`config.mk`:
```
export PLATFORM = sky130hd
export DESIGN_NAME = load_store_unit_flat
export DESIGN_NICKNAME = d
export VERILOG_FILES = /design/src/rtl/load_store_unit_if.sv /design/src/rtl/load_store_unit.sv /design/src/flat_wrapper.sv
export SDC_FILE = /design/constraint.sdc
export NUM_CORES = 1
export LEC_CHECK = 0
export CORE_ASPECT_RATIO = 1.1
export CORE_MARGIN = 4
export CORE_UTILIZATION = 55
export DETAILED_ROUTE_END_ITERATION = 6
export DONT_BUFFER_PORTS = 1
export PLACE_DENSITY = 0.73
export SLEW_MARGIN = 20
export SYNTH_ARGS = -nofsm -noshare
export SYNTH_HDL_FRONTEND = slang
export SYNTH_SLANG_ARGS = --single-unit
```
`constraint.sdc`:
```
create_clock -name clk -period 4.2 [get_ports clk]
set_input_delay 1.05 -clock clk [delete_from_list [all_inputs] [get_ports clk]]
set_output_delay 1.05 -clock clk [all_outputs]
set_load 0.01 [all_outputs]
```
`src/rtl/load_store_unit_if.sv`:
```
// load_store_unit_if
//   Bundles the CPU-side request/response handshake and the data-memory
//   port of the load/store unit.
//   slave  : the load/store unit (accepts requests, drives the memory).
//   master : the requester / memory side (testbench or CPU + DMem).
//   req_*  : one request at a time, valid/ready handshake.
//   resp_* : one-cycle response pulse, no backpressure.
//   mem_*  : big-endian 16-bit memory, combinational read, posedge write.
interface load_store_unit_if;
  logic        req_valid;
  logic        req_ready;
  logic [2:0]  req_op;
  logic [15:0] req_addr;
  logic [15:0] req_wdata;
  logic        resp_valid;
  logic [15:0] resp_rdata;
  logic        resp_err;
  logic [15:0] mem_addr;
  logic [15:0] mem_wdata;
  logic        mem_read;
  logic        mem_write;
  logic [15:0] mem_rdata;

  modport slave (
    input  req_valid, req_op, req_addr, req_wdata, mem_rdata,
    output req_ready, resp_valid, resp_rdata, resp_err,
           mem_addr, mem_wdata, mem_read, mem_write
  );

  modport master (
    output req_valid, req_op, req_addr, req_wdata, mem_rdata,
    input  req_ready, resp_valid, resp_rdata, resp_err,
           mem_addr, mem_wdata, mem_read, mem_write
  );
endinterface

```
`src/rtl/load_store_unit.sv`:
```
// load_store_unit
//   Multi-cycle load/store initiator between the CPU datapath and a
//   byte-addressed, big-endian 16-bit data memory. Byte stores are done as
//   read-modify-write because the memory only writes whole words.
//   Ports:
//     clk  : system clock
//     rst  : asynchronous active-high reset
//     bus  : load_store_unit_if.slave (request, response, memory port)
//   Ops: 000 LW, 001 LB, 010 LBU, 011 SW, 100 SB; others rejected.
//   Latency (accept edge -> resp_valid): error 1, loads 2, SW 2, SB 3.
module load_store_unit #(
  parameter int MEM_BYTES = 256
) (
  input logic                clk,
  input logic                rst,
  load_store_unit_if.slave   bus
);

  localparam logic [2:0] OP_LW  = 3'd0;
  localparam logic [2:0] OP_LB  = 3'd1;
  localparam logic [2:0] OP_LBU = 3'd2;
  localparam logic [2:0] OP_SW  = 3'd3;
  localparam logic [2:0] OP_SB  = 3'd4;

  // Last valid byte address.
  localparam logic [15:0] LAST_A = 16'(MEM_BYTES - 1);

  typedef enum logic [1:0] {
    IDLE = 2'd0,
    RD   = 2'd1,
    WR   = 2'd2,
    RESP = 2'd3
  } state_e;

  state_e      state_q, state_d;
  logic [2:0]  op_q;
  logic [15:0] addr_q;
  logic [15:0] wdata_q;
  logic [15:0] rbuf_q;
  logic [15:0] rdata_q;
  logic        err_q;

  // Combinational outputs, mapped onto the interface below.
  logic        req_ready_o;
  logic        resp_valid_o;
  logic [15:0] resp_rdata_o;
  logic        resp_err_o;
  logic [15:0] mem_addr_o;
  logic [15:0] mem_wdata_o;
  logic        mem_read_o;
  logic        mem_write_o;

  // ---------------------------------------------------------------------
  // Request decode (acceptance side)
  // ---------------------------------------------------------------------
  logic accept;
  logic req_word;
  logic req_err;

  assign accept   = bus.req_valid & req_ready_o;
  assign req_word = (bus.req_op == OP_LW) | (bus.req_op == OP_SW);
  // Word ops need addr and addr+1 in range; byte ops only addr.
  assign req_err  = (bus.req_op > OP_SB)
                  | (bus.req_addr > LAST_A)
                  | (req_word & (bus.req_addr >= LAST_A));

  // ---------------------------------------------------------------------
  // Captured-request decode
  // ---------------------------------------------------------------------
  logic        is_byte_q;
  logic        low_lane;
  logic [15:0] base;
  logic [7:0]  rd_byte;
  logic [15:0] load_res;
  logic [15:0] sb_word;

  assign is_byte_q = (op_q == OP_LB) | (op_q == OP_LBU) | (op_q == OP_SB);
  // A byte at the very last address is reached through the word one below
  // it, so the access never touches M[MEM_BYTES].
  assign low_lane  = is_byte_q & (addr_q == LAST_A);
  assign base      = low_lane ? (addr_q - 16'd1) : addr_q;
  assign rd_byte   = low_lane ? bus.mem_rdata[7:0] : bus.mem_rdata[15:8];

  always_comb begin
    load_res = 16'h0000;
    case (op_q)
      OP_LW:   load_res = bus.mem_rdata;
      OP_LB:   load_res = {{8{rd_byte[7]}}, rd_byte};
      OP_LBU:  load_res = {8'h00, rd_byte};
      default: load_res = 16'h0000;
    endcase
  end

  // Merge the new byte into the word read back during RD.
  assign sb_word = low_lane ? {rbuf_q[15:8], wdata_q[7:0]}
                            : {wdata_q[7:0], rbuf_q[7:0]};

  // ---------------------------------------------------------------------
  // FSM: next state and outputs
  // ---------------------------------------------------------------------
  always_comb begin
    state_d      = state_q;
    req_ready_o  = 1'b0;
    resp_valid_o = 1'b0;
    resp_rdata_o = 16'h0000;
    resp_err_o   = 1'b0;
    mem_addr_o   = 16'h0000;
    mem_wdata_o  = 16'h0000;
    mem_read_o   = 1'b0;
    mem_write_o  = 1'b0;

    case (state_q)
      IDLE: begin
        req_ready_o = 1'b1;
        if (bus.req_valid) begin
          if (req_err)                   state_d = RESP;
          else if (bus.req_op == OP_SW)  state_d = WR;
          else                           state_d = RD;
        end
      end
      RD: begin
        mem_read_o = 1'b1;
        mem_addr_o = base;
        state_d    = (op_q == OP_SB) ? WR : RESP;
      end
      WR: begin
        mem_write_o = 1'b1;
        mem_addr_o  = base;
        mem_wdata_o = (op_q == OP_SW) ? wdata_q : sb_word;
        state_d     = RESP;
      end
      RESP: begin
        resp_valid_o = 1'b1;
        resp_rdata_o = rdata_q;
        resp_err_o   = err_q;
        state_d      = IDLE;
      end
      default: state_d = IDLE;
    endcase

    // Reset silences everything immediately, including a write strobe in
    // flight, so nothing lands at the next edge.
    if (rst) begin
      state_d      = IDLE;
      req_ready_o  = 1'b0;
      resp_valid_o = 1'b0;
      resp_rdata_o = 16'h0000;
      resp_err_o   = 1'b0;
      mem_addr_o   = 16'h0000;
      mem_wdata_o  = 16'h0000;
      mem_read_o   = 1'b0;
      mem_write_o  = 1'b0;
    end
  end

  // ---------------------------------------------------------------------
  // State and datapath registers
  // ---------------------------------------------------------------------
  always_ff @(posedge clk or posedge rst) begin
    if (rst) begin
      state_q <= IDLE;
      op_q    <= 3'd0;
      addr_q  <= 16'h0000;
      wdata_q <= 16'h0000;
      rbuf_q  <= 16'h0000;
      rdata_q <= 16'h0000;
      err_q   <= 1'b0;
    end else begin
      state_q <= state_d;
      if (accept) begin
        op_q    <= bus.req_op;
        addr_q  <= bus.req_addr;
        wdata_q <= bus.req_wdata;
        err_q   <= req_err;
        rbuf_q  <= 16'h0000;
        rdata_q <= 16'h0000;
      end
      if (state_q == RD) begin
        rbuf_q  <= bus.mem_rdata;
        // Stores leave rdata_q at 0 (load_res is 0 for non-load ops).
        rdata_q <= load_res;
      end
    end
  end

  assign bus.req_ready  = req_ready_o;
  assign bus.resp_valid = resp_valid_o;
  assign bus.resp_rdata = resp_rdata_o;
  assign bus.resp_err   = resp_err_o;
  assign bus.mem_addr   = mem_addr_o;
  assign bus.mem_wdata  = mem_wdata_o;
  assign bus.mem_read   = mem_read_o;
  assign bus.mem_write  = mem_write_o;

endmodule

```
`src/flat_wrapper.sv`:
```
// flat-port wrapper written by rule: the top's interface ports become plain ports
module load_store_unit_flat 
#(
  parameter int MEM_BYTES = 256
)
  (clk, rst, bus_req_valid, bus_req_op, bus_req_addr, bus_req_wdata, bus_mem_rdata, bus_req_ready, bus_resp_valid, bus_resp_rdata, bus_resp_err, bus_mem_addr, bus_mem_wdata, bus_mem_read, bus_mem_write);
  load_store_unit_if bus_i ();
  input logic clk;
  input logic rst;
  input wire logic [$bits(bus_i.req_valid)-1:0] bus_req_valid;
  input wire logic [$bits(bus_i.req_op)-1:0] bus_req_op;
  input wire logic [$bits(bus_i.req_addr)-1:0] bus_req_addr;
  input wire logic [$bits(bus_i.req_wdata)-1:0] bus_req_wdata;
  input wire logic [$bits(bus_i.mem_rdata)-1:0] bus_mem_rdata;
  output wire logic [$bits(bus_i.req_ready)-1:0] bus_req_ready;
  output wire logic [$bits(bus_i.resp_valid)-1:0] bus_resp_valid;
  output wire logic [$bits(bus_i.resp_rdata)-1:0] bus_resp_rdata;
  output wire logic [$bits(bus_i.resp_err)-1:0] bus_resp_err;
  output wire logic [$bits(bus_i.mem_addr)-1:0] bus_mem_addr;
  output wire logic [$bits(bus_i.mem_wdata)-1:0] bus_mem_wdata;
  output wire logic [$bits(bus_i.mem_read)-1:0] bus_mem_read;
  output wire logic [$bits(bus_i.mem_write)-1:0] bus_mem_write;
  assign bus_i.req_valid = bus_req_valid;
  assign bus_i.req_op = bus_req_op;
  assign bus_i.req_addr = bus_req_addr;
  assign bus_i.req_wdata = bus_req_wdata;
  assign bus_i.mem_rdata = bus_mem_rdata;
  assign bus_req_ready = bus_i.req_ready;
  assign bus_resp_valid = bus_i.resp_valid;
  assign bus_resp_rdata = bus_i.resp_rdata;
  assign bus_resp_err = bus_i.resp_err;
  assign bus_mem_addr = bus_i.mem_addr;
  assign bus_mem_wdata = bus_i.mem_wdata;
  assign bus_mem_read = bus_i.mem_read;
  assign bus_mem_write = bus_i.mem_write;
  load_store_unit #(.MEM_BYTES(MEM_BYTES)) u_core (.clk(clk), .rst(rst), .bus(bus_i));
endmodule
```
==> impl_metrics.ini, run 1 <==
[timing]
tns_ps = 0
slew_headroom_pct = 42.84
drv_slew = 0
fin_crit_sh_pct = 81.83
layout_min_cycle_time_ps = 3437
worst_slack_ps = 763.3
setup_viol = 0
hold_viol_final = 0
tightest_slew_ps = 857.4
rsz0062_at_grt = false
skew_ps = 8.805
max_freq_mhz = 291.0

[setup_path]
crit_fanout = 16
critPathCaptureType = output pin
crit_required_ps = 3150
crit_path_start_kind = flip-flop
crit_family = simple AND/OR/NAND/NOR gates
slowest_stage = a211oi_1
critPathBufInv = 0
critPathMaxStageDelay_ps = 510
worstPathCellList = ha_1 -> and4_1 -> nand4_2 -> nor2_8 -> mux2i_1 -> a211oi_1
arrival_ps = 2390
crit_type = reg -> out

[yosys]
synth-async-reset-ratio_pct = 100.0
synth_seq_cells = 70
ys.flop_type = dfrtp_1
synth_nets = 374
yosysUniqueCellTypes = 46
yosysTopAreaCellShare_pct = 48.54
syn_avg_cell_area_um2 = 11.53
yosysWarnings = 0
ys_seq_area_share_pct = 48.54
synth_cells = 313
yosysMostFrequentCell = dfrtp_1
synth_edf_count = 0
synth_common_cells = 70 x dfrtp_1, 35 x mux2_2, 31 x and2_1, 21 x nor2_1, 17 x mux2i_1
synth_top_cell_by_area = dfrtp_1
syn_area_um2 = 3608
synth_area_leaders = dfrtp_1 49%, mux2_2 11%, and2_1 5.4%

[cts]
clkTransAtPathRegs_ps = 80
numClockSinks = 70
cts_tree = yes
clock_latency_ps = 350
cts_buffers = 9
ctsHtreeMaxLevel = 3
cts_resized = 0
hold_buffers = 0
postCtsSetupRepairBufs = 0
root_buffer = clkbuf_8
clockBufferDepth = 2

[detailed_routing]
avgViaCountPerCell = 6.138
vias = 2443
wl_per_cell_um = 20.37
ant_nets = 0
drtIter0Drc = 151
drcViolationCount = 0
wl_um = 8108
detail_route.first_pass.iterations = 4

[min_path]
hp-class = reg -> reg

[floorplanning]
core_area_um2 = 6269
die_h_um = 92.95
fp.dieArea_um2 = 7922
rows = 30
start_util_pct = 57.56
die-width_um = 85.23
io_pins = 107

[cells_and_area]
syn_to_final_growth_pct = 6.761
drive_gt1_share_pct = 21.38
ff_latch_area_um2 = 1752
multiInputGateArea_um2 = 1753
diodes = 0
nFillCells = 495
final_nets = 374

[placed_design]
post-place-ws_ps = 1120
dp_hpwl_um = 5945
globalplace.congestion = 0.8275
io_buffer_count = 0

[global_route]
grt_max_degree = 71
antenna_found_initial = 0
grt_overflow_total = 0
grt_first_pass_wirelength_um = 12820
first_global_vias = 2476
grt_use_total_pct = 20.87

[flow_run]
maxCapViolCount = 0

[pwr]
p_per_area_nw_per_um2 = 683.3
vdd_ir_drop_max_mv = 0.4131
p_leak_nw = 1.678

[run_status]
status = finished, final reports clean
==> per-stage QoR <==
stage	hold slack, ps	total power [mW]	instances	instance area [µm²]	utilization [%]
2_1_floorplan	441.8	1.955	313	3612	-
3_3_place_gp	455.1	2.128	382	3680	58.70
3_5_place_dp	481.0	2.158	382	3680	58.70
4_1_cts	511.9	2.649	398	3852	61.46
5_1_grt	521.5	2.821	398	3852	61.46
6_report	502.0	2.632	398	3852	61.46
==> placed cells by master, fill, tap and decap left out, types with 3 or more instances in the layout <==
| cell type | count |
|---|---|
| mux2_2 | 35 |
| o21ai_0 | 3 |
| inv_1 | 6 |
| a221o_1 | 11 |
| nand2b_1 | 3 |
| clkbuf_8 | 9 |
| buf_4 | 6 |
| nand2_1 | 13 |
| a22o_1 | 16 |
| o221ai_1 | 3 |
| nor3_1 | 4 |
| and2_1 | 31 |
| a211oi_1 | 9 |
| a21oi_1 | 3 |
| dfrtp_1 | 70 |
| nor2b_1 | 4 |
| mux2i_1 | 17 |
| clkinv_2 | 3 |
| nor2_1 | 21 |
| ha_1 | 7 |
| a22oi_1 | 5 |
==> area by class of cell <==
cell class / instances / share of cell area [%]
inverter: 7 / 0.7795
multi-input combinational: 219 / 45.50
tap: 80 / 2.598
sequential: 70 / 45.47
timing repair buffer: 6 / 1.169
clock inverter: 7 / 1.267
clock buffer: 9 / 3.215
==> kinds of logic after synthesis <==
logic type | count (synthesis) | share of synthesized area, %
AOI/OAI and AO/OA | 61 | 14.04
xor gates and xnor gates | 3 | 0.7283
adders and majority gates | 7 | 2.427
buffers and inverters | 24 | 2.982
DFF | 70 | 48.54
muxes | 52 | 15.64
and+or+nand+nor | 96 | 15.64
==> worst min-delay path: stages, from the launching register on <==
cell     delay, ps
dfrtp_1        340
nand2_1         50
o21ai_0         70
==> path summary, 6_finish.rpt <==
path / start / endpoint / slack [ps] / cells after the start
max: u_core.addr_q[0] / bus_mem_wdata[14] / 760 / 6
min: u_core.err_q / u_core.err_q / 500 / 2
max reg2reg: u_core.state_q[1] / u_core.rdata_q[9] / 1890 / 5
min reg2reg: u_core.err_q / u_core.err_q / 500 / 2
max in group asynchronous: rst / u_core.rdata_q[5] / 2770 / 2
min in group asynchronous: rst / u_core.state_q[1] / 890 / 2
==> power breakdown <==
| group | switching (mW) | internal (mW) | leakage (nW) | total (mW) |
|---|---|---|---|---|
| logic | 0.472 | 0.455 | 0.716 | 0.927 |
| registers | 0.240 | 0.980 | 0.872 | 1.22 |
| clock network | 0.270 | 0.216 | 0.0898 | 0.486 |
| total | 0.982 | 1.65 | 1.68 | 2.63 |
==> flip-flops by register name (all words and copies together), names as in the netlist <==
name / cells
u_core.wdata_q: 16
u_core.rbuf_q: 16
u_core.addr_q: 16
u_core.rdata_q: 16
u_core.op_q: 3
u_core.err_q: 1
u_core.state_q: 2
==> metal layers <==
metal	vias up	part of all wire (%)	track usage [%]
li1	1149	-	-
met1	1192	43	27.09
met2	91	46	31.28
met3	11	9.4	8.719
met4	0	1.5	7.388
met5	-	0	0
Power figures use the tool's default switching activity.
==> inputs of run 2 (changes only) <==
--- a/config.mk
+++ b/config.mk
@@ -10,7 +10,7 @@
 export CORE_UTILIZATION = 55
 export DETAILED_ROUTE_END_ITERATION = 6
 export DONT_BUFFER_PORTS = 1
-export PLACE_DENSITY = 0.73
+export PLACE_DENSITY = 0.7
 export SLEW_MARGIN = 20
 export SYNTH_ARGS = -nofsm -noshare
 export SYNTH_HDL_FRONTEND = slang
==> constraint.sdc (replaced) <==
create_clock -name clk -period 3.6 [get_ports clk]
set_input_delay 0.9 -clock clk [delete_from_list [all_inputs] [get_ports clk]]
set_output_delay 0.9 -clock clk [all_outputs]
set_load 0.01 [all_outputs]
==> impl_metrics.ini, run 2 (same netlist as run 1, synthesis figures left out) <==
[floorplanning]
io_pins = 107
fp.dieArea_um2 = 7922
core_area_um2 = 6269
start_util_pct = 57.56
die-width_um = 85.23
die_h_um = 92.95
rows = 30

[min_path]
min_to = u_core.err_q
min_path_cells = 2
hp-start = u_core.err_q
hp-class = reg -> reg

[cells_and_area]
finalNonFillerCells = 401
most-common-layout-cells = 70 x dfrtp_1, 35 x mux2_2, 31 x and2_1, 21 x nor2_1, 17 x mux2i_1
final_common_cell = dfrtp_1
diodes = 0
final_nets = 377
fin_util_pct = 62.48
drive_gt1_share_pct = 22.43
syn_to_final_growth_pct = 8.530

[setup_path]
crit_fanout = 16
critPathCaptureType = output pin
crit_type = reg -> out
crit_family = simple AND/OR/NAND/NOR gates
r2r_setup_slack_ps = 1250
arrival_ps = 2290
slowest_stage = a211oi_1
regToRegStartpoint = u_core.state_q[1]
critPathBufInv = 0
regToRegEndpoint = u_core.rdata_q[14]
crit_required_ps = 2700
worstPathCellList = ha_1 -> and4_1 -> nand4_2 -> nor2_8 -> mux2i_1 -> a211oi_1
critPathMaxStageDelay_ps = 450
crit_path_start_kind = flip-flop
r2r_cells = 5

[cts]
clock_latency_ps = 350
clkTransAtPathRegs_ps = 70
hold_buffers = 0
cts_buffers = 9
numClockSinks = 70
ctsHtreeMaxLevel = 3
cts_resized = 0
cts_tree = yes
postCtsSetupRepairBufs = 0
root_buffer = clkbuf_8
clockBufferDepth = 2

[detailed_routing]
detail_route.first_pass.iterations = 5
ant_nets = 0
drcViolationCount = 0
drtIter0Drc = 161
wl_um = 8449
vias = 2511
avgViaCountPerCell = 6.262
wl_per_cell_um = 21.07

[timing]
setup_viol = 0
skew_ps = 11.11
slew_headroom_pct = 52.00
max_freq_mhz = 313.7
layout_min_cycle_time_ps = 3188
fin_crit_sh_pct = 88.55
drv_slew = 0
tightest_slew_ps = 720.0
rsz0062_at_grt = false
tns_ps = 0
hold_viol_final = 0

[flow_run]
maxCapViolCount = 0

[pwr]
comb_power_share_pct = 34.7
p_sw_share_pct = 36.70
p_seq_share_pct = 44.9
p_int_mw = 2.028
vdd_ir_drop_max_mv = 0.4782
p_clk_share_pct = 20.5
p_per_area_nw_per_um2 = 818.1
p_leak_nw = 1.701
p_total_mw = 3.204
p_switching_mw = 1.176

[global_route]
grt_max_degree = 49
antenna_found_initial = 0
grt_use_total_pct = 22.51
grt_overflow_total = 0
first_global_vias = 2568
grt_first_pass_wirelength_um = 13800

[placed_design]
dp.cells = 385
dp_hpwl_um = 6284
io_buffer_count = 0
globalplace.congestion = 0.8037

[run_status]
status = finished, final reports clean
-- run 2: changes by cell type in the layout (fill, tap and decap cells not counted), sizes merged --
| cell | before | now |
|---|---|---|
| clkbuf | 9 | 10 |
| clkinvlp | 2 | 5 |
| clkinv | 4 | 0 |
| bufinv | 0 | 1 |
| inv | 8 | 7 |
| buf | 6 | 9 |
-- run 2: worst register-to-register path: stages (launching register included) --
cell and delay [ps]:
dfrtp_1 410, inv_1 110, ha_1 630, nand2b_1 270, nor4b_2 660, a221o_1 210
-- run 2: how the worst max path moves through the flow --
| stage | startpoint | endpoint | cells after the start |
|---|---|---|---|
| after floorplan | rst | bus_mem_wdata[0] | 4 |
| after global placement | u_core.addr_q[0] | bus_mem_wdata[14] | 6 |
| after detailed placement | u_core.addr_q[0] | bus_mem_wdata[15] | 6 |
| after CTS | u_core.addr_q[0] | bus_mem_wdata[15] | 6 |
| after global routing | u_core.addr_q[0] | bus_mem_wdata[14] | 6 |
| final | u_core.addr_q[0] | bus_mem_wdata[14] | 6 |
-- run 2: power groups by stage --
stage	logic (mW)	clock network (mW)	registers [mW]
after CTS	1.12	0.663	1.43
after global routing	1.25	0.698	1.49
after floorplan	0.970	0	1.32
final	1.11	0.656	1.44
after detailed placement	1.11	0	1.45
after global placement	1.08	0	1.44
-- run 2: through the flow --
step                worst slack, ps  hold slack, ps  area (µm²)
floorplan                     33.01           441.8        3620
detailed placement            782.6           490.4        3710
global placement              847.3           456.0        3710
CTS                           399.1           511.2        3916
global route                  187.8           528.0        3916
finish                        412.1           504.4        3916
-- run 2: cell type report --
cell class                      instances  area [µm²]
Fill cell                             512        2352
Timing Repair Buffer                    9       67.56
Clock inverter                          6       68.82
Multi-Input combinational cell        219        1760
Sequential cell                        70        1752
Clock buffer                           10       137.6
Tap cell                               80       100.1
Inverter                                7       30.03
-- run 2: per-layer routing --
| layer | global-route usage [%] | routed length, µm |
|---|---|---|
| met2 | 34.26 | 3822 |
| met1 | 30.49 | 3734 |
| met5 | 0 | 0 |
| met4 | 7.916 | 128 |
| met3 | 6.851 | 763 |
==> inputs of run 3 (changes only) <==
--- a/config.mk
+++ b/config.mk
@@ -11,7 +11,6 @@
 export DETAILED_ROUTE_END_ITERATION = 6
 export DONT_BUFFER_PORTS = 1
 export PLACE_DENSITY = 0.7
-export SLEW_MARGIN = 20
 export SYNTH_ARGS = -nofsm -noshare
 export SYNTH_HDL_FRONTEND = slang
 export SYNTH_SLANG_ARGS = --single-unit
==> results of run 3 <==
Final layout, timing and power as in run 2 (identical DEF).
